===== src/rtl/pc_pkg.sv =====
// Shared types and constants for the program-counter fetch unit.
// Holds the FSM state encoding, default vectors and the alignment-mask helper.
package pc_pkg;

    typedef enum logic [1:0] {
        BOOT = 2'd0,
        RUN  = 2'd1,
        HALT = 2'd2
    } pc_state_e;

    localparam logic [31:0] DEFAULT_RESET_VECTOR = 32'h0000_0000;
    localparam logic [31:0] DEFAULT_TRAP_VECTOR  = 32'h0000_0100;

    // Low address bits that must be zero for a legal instruction address.
    function automatic logic [1:0] align_mask(input int ialign);
        return (ialign == 16) ? 2'b01 : 2'b11;
    endfunction

endpackage


===== src/rtl/pc_next_sel.sv =====
// Combinational priority mux choosing the next PC value:
// reset > trap > redirect > pending > increment, else hold.
module pc_next_sel #(
    parameter int XLEN = 32
) (
    input  logic            i_reset,
    input  logic            i_trap,
    input  logic            i_redir,
    input  logic            i_pend_valid,
    input  logic            i_held,
    input  logic            i_accept,
    input  logic [XLEN-1:0] i_reset_vec,
    input  logic [XLEN-1:0] i_trap_vec,
    input  logic [XLEN-1:0] i_redir_target,
    input  logic [XLEN-1:0] i_pend_target,
    input  logic [XLEN-1:0] i_pc,
    input  logic [XLEN-1:0] i_pc_plus,
    output logic [XLEN-1:0] o_pc_next
);

    // Trap/redirect load the PC directly only when no request is held or the held one completes now.
    logic w_direct_ok;
    assign w_direct_ok = !i_held || i_accept;

    always_comb begin
        o_pc_next = i_pc;
        if (i_reset) begin
            o_pc_next = i_reset_vec;
        end else if (i_trap && w_direct_ok) begin
            o_pc_next = i_trap_vec;
        end else if (i_redir && w_direct_ok) begin
            o_pc_next = i_redir_target;
        end else if (i_accept && i_pend_valid) begin
            o_pc_next = i_pend_target;
        end else if (i_accept) begin
            o_pc_next = i_pc_plus;
        end
    end

endmodule


===== src/rtl/pc_fetch_unit.sv =====
// Program-counter unit driving instruction fetch over valid/ready, with stall,
// redirect, trap entry, halt/resume and misaligned-redirect detection.
module pc_fetch_unit
    import pc_pkg::*;
#(
    parameter int              XLEN         = 32,
    parameter logic [XLEN-1:0] RESET_VECTOR = XLEN'(DEFAULT_RESET_VECTOR),
    parameter logic [XLEN-1:0] TRAP_VECTOR  = XLEN'(DEFAULT_TRAP_VECTOR),
    parameter int              IALIGN       = 32,
    parameter int              STEP         = 4
) (
    input  logic            clk,
    input  logic            reset,
    input  logic            stall,
    input  logic            redirect_valid,
    input  logic [XLEN-1:0] redirect_target,
    input  logic            trap_req,
    input  logic            halt_req,
    input  logic            resume,
    output logic            imem_req_valid,
    input  logic            imem_req_ready,
    output logic [XLEN-1:0] imem_addr,
    output logic [XLEN-1:0] pc_plus_step,
    output logic            halted,
    output logic            misalign_exc,
    output logic [XLEN-1:0] misalign_addr
);

    localparam logic [XLEN-1:0] ALIGN_MASK = XLEN'(align_mask(IALIGN));

    if (IALIGN != 16 && IALIGN != 32) begin : g_bad_ialign
        $error("pc_fetch_unit: IALIGN must be 16 or 32");
    end
    if ((RESET_VECTOR & ALIGN_MASK) != '0) begin : g_bad_reset_vec
        $error("pc_fetch_unit: RESET_VECTOR is misaligned");
    end
    if ((TRAP_VECTOR & ALIGN_MASK) != '0) begin : g_bad_trap_vec
        $error("pc_fetch_unit: TRAP_VECTOR is misaligned");
    end

    pc_state_e       r_state;
    pc_state_e       w_state_next;
    logic [XLEN-1:0] r_pc;
    logic [XLEN-1:0] r_pend_target;
    logic            r_pend_valid;
    logic            r_pend_trap;
    logic            r_held;
    logic            r_misalign_exc;
    logic [XLEN-1:0] r_misalign_addr;

    logic            w_valid;
    logic            w_halted;
    logic            w_accept;
    logic            w_aligned;
    logic            w_redir_eff;
    logic            w_misalign;
    logic [XLEN-1:0] w_pc_plus;
    logic [XLEN-1:0] w_pc_next;

    assign w_pc_plus = r_pc + XLEN'(STEP);
    assign w_accept  = w_valid && imem_req_ready;
    assign w_aligned = (redirect_target & ALIGN_MASK) == '0;

    // A pending trap must not be displaced by a later redirect.
    assign w_redir_eff = redirect_valid && w_aligned && (r_state != HALT)
                         && !(r_held && r_pend_valid && r_pend_trap);
    assign w_misalign  = redirect_valid && !w_aligned && !trap_req && (r_state != HALT);

    pc_next_sel #(
        .XLEN (XLEN)
    ) u_next_sel (
        .i_reset        (reset),
        .i_trap         (trap_req),
        .i_redir        (w_redir_eff),
        .i_pend_valid   (r_pend_valid),
        .i_held         (r_held),
        .i_accept       (w_accept),
        .i_reset_vec    (RESET_VECTOR),
        .i_trap_vec     (TRAP_VECTOR),
        .i_redir_target (redirect_target),
        .i_pend_target  (r_pend_target),
        .i_pc           (r_pc),
        .i_pc_plus      (w_pc_plus),
        .o_pc_next      (w_pc_next)
    );

    always_ff @(posedge clk) begin
        if (reset) begin
            r_state <= BOOT;
        end else begin
            r_state <= w_state_next;
        end
    end

    // Halt waits until no request would be left outstanding across the edge.
    always_comb begin
        w_state_next = r_state;
        case (r_state)
            BOOT:    w_state_next = RUN;
            RUN:     if (halt_req && !(w_valid && !imem_req_ready)) w_state_next = HALT;
            HALT:    if (trap_req || resume) w_state_next = RUN;
            default: w_state_next = BOOT;
        endcase
    end

    always_comb begin
        w_valid  = (r_state == RUN) && (!stall || r_held);
        w_halted = (r_state == HALT);
    end

    always_ff @(posedge clk) begin
        r_pc <= w_pc_next;
        if (reset) begin
            r_held          <= 1'b0;
            r_pend_valid    <= 1'b0;
            r_pend_trap     <= 1'b0;
            r_pend_target   <= '0;
            r_misalign_exc  <= 1'b0;
            r_misalign_addr <= '0;
        end else begin
            r_held         <= w_valid && !imem_req_ready;
            r_misalign_exc <= w_misalign;
            if (w_misalign) begin
                r_misalign_addr <= redirect_target;
            end
            // Pending only lives while a request is held and not yet accepted.
            if (w_accept || !r_held) begin
                r_pend_valid <= 1'b0;
                r_pend_trap  <= 1'b0;
            end else if (trap_req) begin
                r_pend_valid  <= 1'b1;
                r_pend_trap   <= 1'b1;
                r_pend_target <= TRAP_VECTOR;
            end else if (w_redir_eff) begin
                r_pend_valid  <= 1'b1;
                r_pend_trap   <= 1'b0;
                r_pend_target <= redirect_target;
            end
        end
    end

    assign imem_req_valid = w_valid;
    assign imem_addr      = r_pc;
    assign pc_plus_step   = w_pc_plus;
    assign halted         = w_halted;
    assign misalign_exc   = r_misalign_exc;
    assign misalign_addr  = r_misalign_addr;

endmodule


===== config.mk =====
export PLATFORM = sky130hd
export DESIGN_NAME = pc_fetch_unit
export DESIGN_NICKNAME = d
export VERILOG_FILES = /design/src/rtl/pc_pkg.sv /design/src/rtl/pc_next_sel.sv /design/src/rtl/pc_fetch_unit.sv
export SDC_FILE = /design/constraint.sdc
export NUM_CORES = 1
export LEC_CHECK = 0
export ABC_AREA = 1
export CAP_MARGIN = 20
export CORE_ASPECT_RATIO = 0.75
export CORE_MARGIN = 3
export CORE_UTILIZATION = 33
export DETAILED_ROUTE_END_ITERATION = 10
export GPL_TIMING_DRIVEN = 0
export PLACE_DENSITY_LB_ADDON = 0.12
export SYNTH_ARGS = -nofsm -noshare
export SYNTH_HDL_FRONTEND = slang
export SYNTH_HIERARCHICAL = 1
export SYNTH_SLANG_ARGS = --single-unit

===== constraint.sdc =====
create_clock -name clk -period 2.68 [get_ports clk]
set_input_delay 0.67 -clock clk [delete_from_list [all_inputs] [get_ports clk]]
set_output_delay 0.67 -clock clk [all_outputs]
set_load 0.02 [all_outputs]

==> key figures <==
Yosys
  – Post-Synth Simple-Gate Area: 46.8%
  – Cell type with the highest aggregate area in the netlist: dfxtp_1
  – Area contributors post-synth: dfxtp_1 (31%), nand2_1 (23%), nand3_1 (15%)
  – Avg Cell Area, Syn: 5.91 sq um
  – Synth Register Bits: 102
  – Yosys top cell area share: 31.3%
  – Xor/xnor share of the synthesized area: 2.02%
  – Largest family of logic cells by synthesized area: simple AND/OR/NAND/NOR gates
  – Mapped Cells: 1103
  – Asr flop ratio synth: 0%
  – Top FF cell, synth: dfxtp_1
  – Sequential cell area fraction in the yosys report: 31.3%
  – Synth Warn #: 6
  – Synth Area in Adders: 0.192%
  – Synth Cell Area: 6520 sq um
  – Post-synthesis cell type count: 28
  – Synth Area in Compound Gates: 7.58%
  – Mux contribution to synthesized area: 0%
  – Post-synth EDFFs: 0

Detailed routing
  – Drt pass-1 iters: 5
  – DRC: 0
  – Final WL: 23900 microns
  – Initial DRC Count: 716
  – Wire length on met2: 10500 microns
  – Vias: 7499
  – Met3 wire length: 1550 microns
  – Post-DR wirelength/cell: 15.2 microns
  – Uppermost routed layer: met4
  – Final ANT Viol Nets: 0
  – M1 wire length: 11700 microns
  – Vias/cell: 4.77

Timing
  – Tcrit/Tclk final: 97.6%
  – Clock skew: 0.00896 ns
  – Slew headroom: 60.8%
  – RSZ-0062 raised after global routing: true
  – Crit path time final: 2.62 ns
  – Final Hold Fails: 0
  – # setup viols final: 0
  – Pins Over Slew Limit: 0
  – Fmax: 0.382 GHz
  – Slew @ Worst Pin: 0.588 ns

Power and ir drop
  – Leakage: 4.25 nW
  – PwrDens: 490 nW/um^2
  – Tot Pwr: 4.41 mW
  – Worst VDD drop: 0.000327 V

Placement
  – Placed insts: 1549
  – Gpl congestion: 0.913
  – Port Buffers: 137
  – Placed cell areas: 8430 sq um
  – HPWL Detailed: 18900 microns

Critical path
  – Startpoint types: flip-flop
  – Classification of the worst setup path: flip-flop to output pin
  – Worst setup startpoint: imem_addr[4]
  – Worst Path Max Fanout: 7
  – CP endpoint kind: output pin
  – WP data arrival: 1.95 ns
  – Worst Path Required: 2.01 ns
  – RR Startpoint: imem_addr[3]

Finish
  – Antenna cell count: 0
  – Synthesis-to-layout area growth: 37.9%
  – Fillers: 2034
  – Final net count: 1361
  – Fin cells: 1572
  – Final Util: 47.4%
  – Layout cell share with drive strength beyond 1: 12.8%
  – Fin area: 8990 sq um

Clocking
  – Clk buf depth: 2
  – Clk sinks: 102
  – CTS clock-pin slew for the worst setup and hold paths: 0.07 ns
  – CTS H-tree lvls: 3
  – Hold Buf Count CTS: 0
  – CTS tree: yes
  – Clock root buffer: clkbuf_16
  – Worst-Skew Late Latency: 0.36 ns
  – Total CTS buffers: 9

Die
  – Die Area: 21500 sq um
  – Core area: 18900 sq um
  – I/O pin count: 139
  – Die Span Y: 128 microns
  – DIE WIDTH: 168 microns
  – Row Count: 43
  – Initial core utilization: 34.4%

Worst hold path
  – Class of the worst hold path: flip-flop to flip-flop
  – Worst hold start: r_pend_target[0]

Global route
  – First-pass GRT wire length: 36900 microns
  – Largest net degree at the start of global routing: 17
  – GRT Overall Usage: 21.9%
  – Vias in the first global route: 6664
  – Initial antenna violation count: 0
  – GRT overflow: 0

Job
  – Max-Cap Viols: 0

Outcome
  – Status: complete, no violations
-- synth_stat cells (2+ instances only) --
cell type and n:
a21oi_1 63, buf_2 40, buf_4 7, buf_6 6
clkbuf_1 21, conb_1 2, dfxtp_1 102, inv_1 98
inv_2 3, nand2_1 401, nand2_2 3, nand2_4 2
nand3_1 194, nand3_2 3, nand3_4 2, nand3b_1 7
nand4_1 5, nor2_1 77, nor2_2 5, nor3_1 9
o21ai_0 2, o21ai_1 32, xnor2_1 3, xor2_1 12
-- cell type report --
type / count / area, sq um / share of cell area [%]
Multi-Input combinational cell: 888 / 4120 / 45.8
Sequential cell: 102 / 2090 / 23.3
Timing Repair Buffer: 144 / 1370 / 15.2
Buffer: 74 / 399 / 4.44
Inverter: 101 / 382 / 4.25
Tap cell: 247 / 309 / 3.44
Clock buffer: 11 / 243 / 2.70
Clock inverter: 5 / 82.6 / 0.919
-- what timing repair did --
action / in CTS / in global routing
endpoints found under the setup margin: 28 / 23
setup buffers: 3 / 4
resized for setup: 104 / 43
hold endpoints to repair: 0 / 0
pin swaps: 2 / 5
-- critical path: stages, from the launching register on --
cell and delay (ns):
dfxtp_4 0.42, nand3_4 0.16, nor2_4 0.21, inv_1 0.10, nor2_4 0.18, nand3b_1 0.09, nand2_1 0.15, clkdlybuf4s15_2 0.28
-- power by group --
part	internal [mW]	switching, mW
Clock	0.847	0.616
Sequential	1.61	0.124
Combinational	0.485	0.722
-- metal layers --
| metal | vias to the layer above | GRT usage (%) |
|---|---|---|
| li1 | 3870 | - |
| met1 | 3404 | 32.5 |
| met2 | 214 | 33.9 |
| met3 | 11 | 4.25 |
| met4 | 0 | 3.17 |
| met5 | - | 0 |
-- final timing paths --
kind / end / slack, ns / cells after the start
worst max-delay path: pc_plus_step[31] / 0.06 / 7
worst max register to register: imem_addr[16] / 0.78 / 15
worst min register to register: r_pend_target[0] / 0.45 / 2
worst min-delay path: r_pend_target[0] / 0.45 / 2
-- cells by family after synthesis --
family,count (synthesis)
compound gates,98
xor+xnor,15
fa+ha+maj,1
buf+inv,175
flops,102
other cells,2
simple gates,710
-- cells in the final DEF (no fill, tap or decap), types with 3 or more instances in the layout --
master	netlist	layout
clkdlybuf4s15_2	0	6
nor3_2	1	4
o21ai_1	32	32
nor3_1	9	3
clkdlybuf4s50_1	0	111
dlygate4sd2_1	0	6
xor2_1	12	7
nand4_1	5	5
xnor2_1	3	3
buf_6	6	6
nand2_1	401	394
clkbuf_1	21	22
nand3_1	194	194
buf_4	7	15
nor2_4	1	9
a21oi_1	63	63
conb_1	2	64
inv_1	98	96
clkbuf_2	0	6
inv_2	3	4
dfxtp_1	102	78
nor3_4	0	3
nand2_2	3	10
nor2_2	5	8
xor2_2	0	5
dfxtp_4	0	7
nand3b_1	7	7
nand3_2	3	3
nor2_1	77	66
clkbuf_16	0	9
buf_2	40	45
dfxtp_2	0	17
-- flip-flops by register name, indices dropped and copies added, names as in the netlist --
signal         count
imem_addr         32
misalign_addr     32
r_pend_target     32
r_state            2
misalign_exc       1
r_held             1
r_pend_trap        1
r_pend_valid       1
-- metrics by stage --
step           setup slack, ns  setup TNS [ns]  hold slack (ns)
6_report                0.0648               0            0.445
5_1_grt                -0.0309         -0.0595            0.477
4_1_cts                -0.0164         -0.0217            0.447
3_5_place_dp            -0.614          -10.62            0.435
3_3_place_gp            -0.608          -10.34            0.432
2_1_floorplan            0.221               0            0.418
Note: power is estimated with default switching activity, not from simulation.
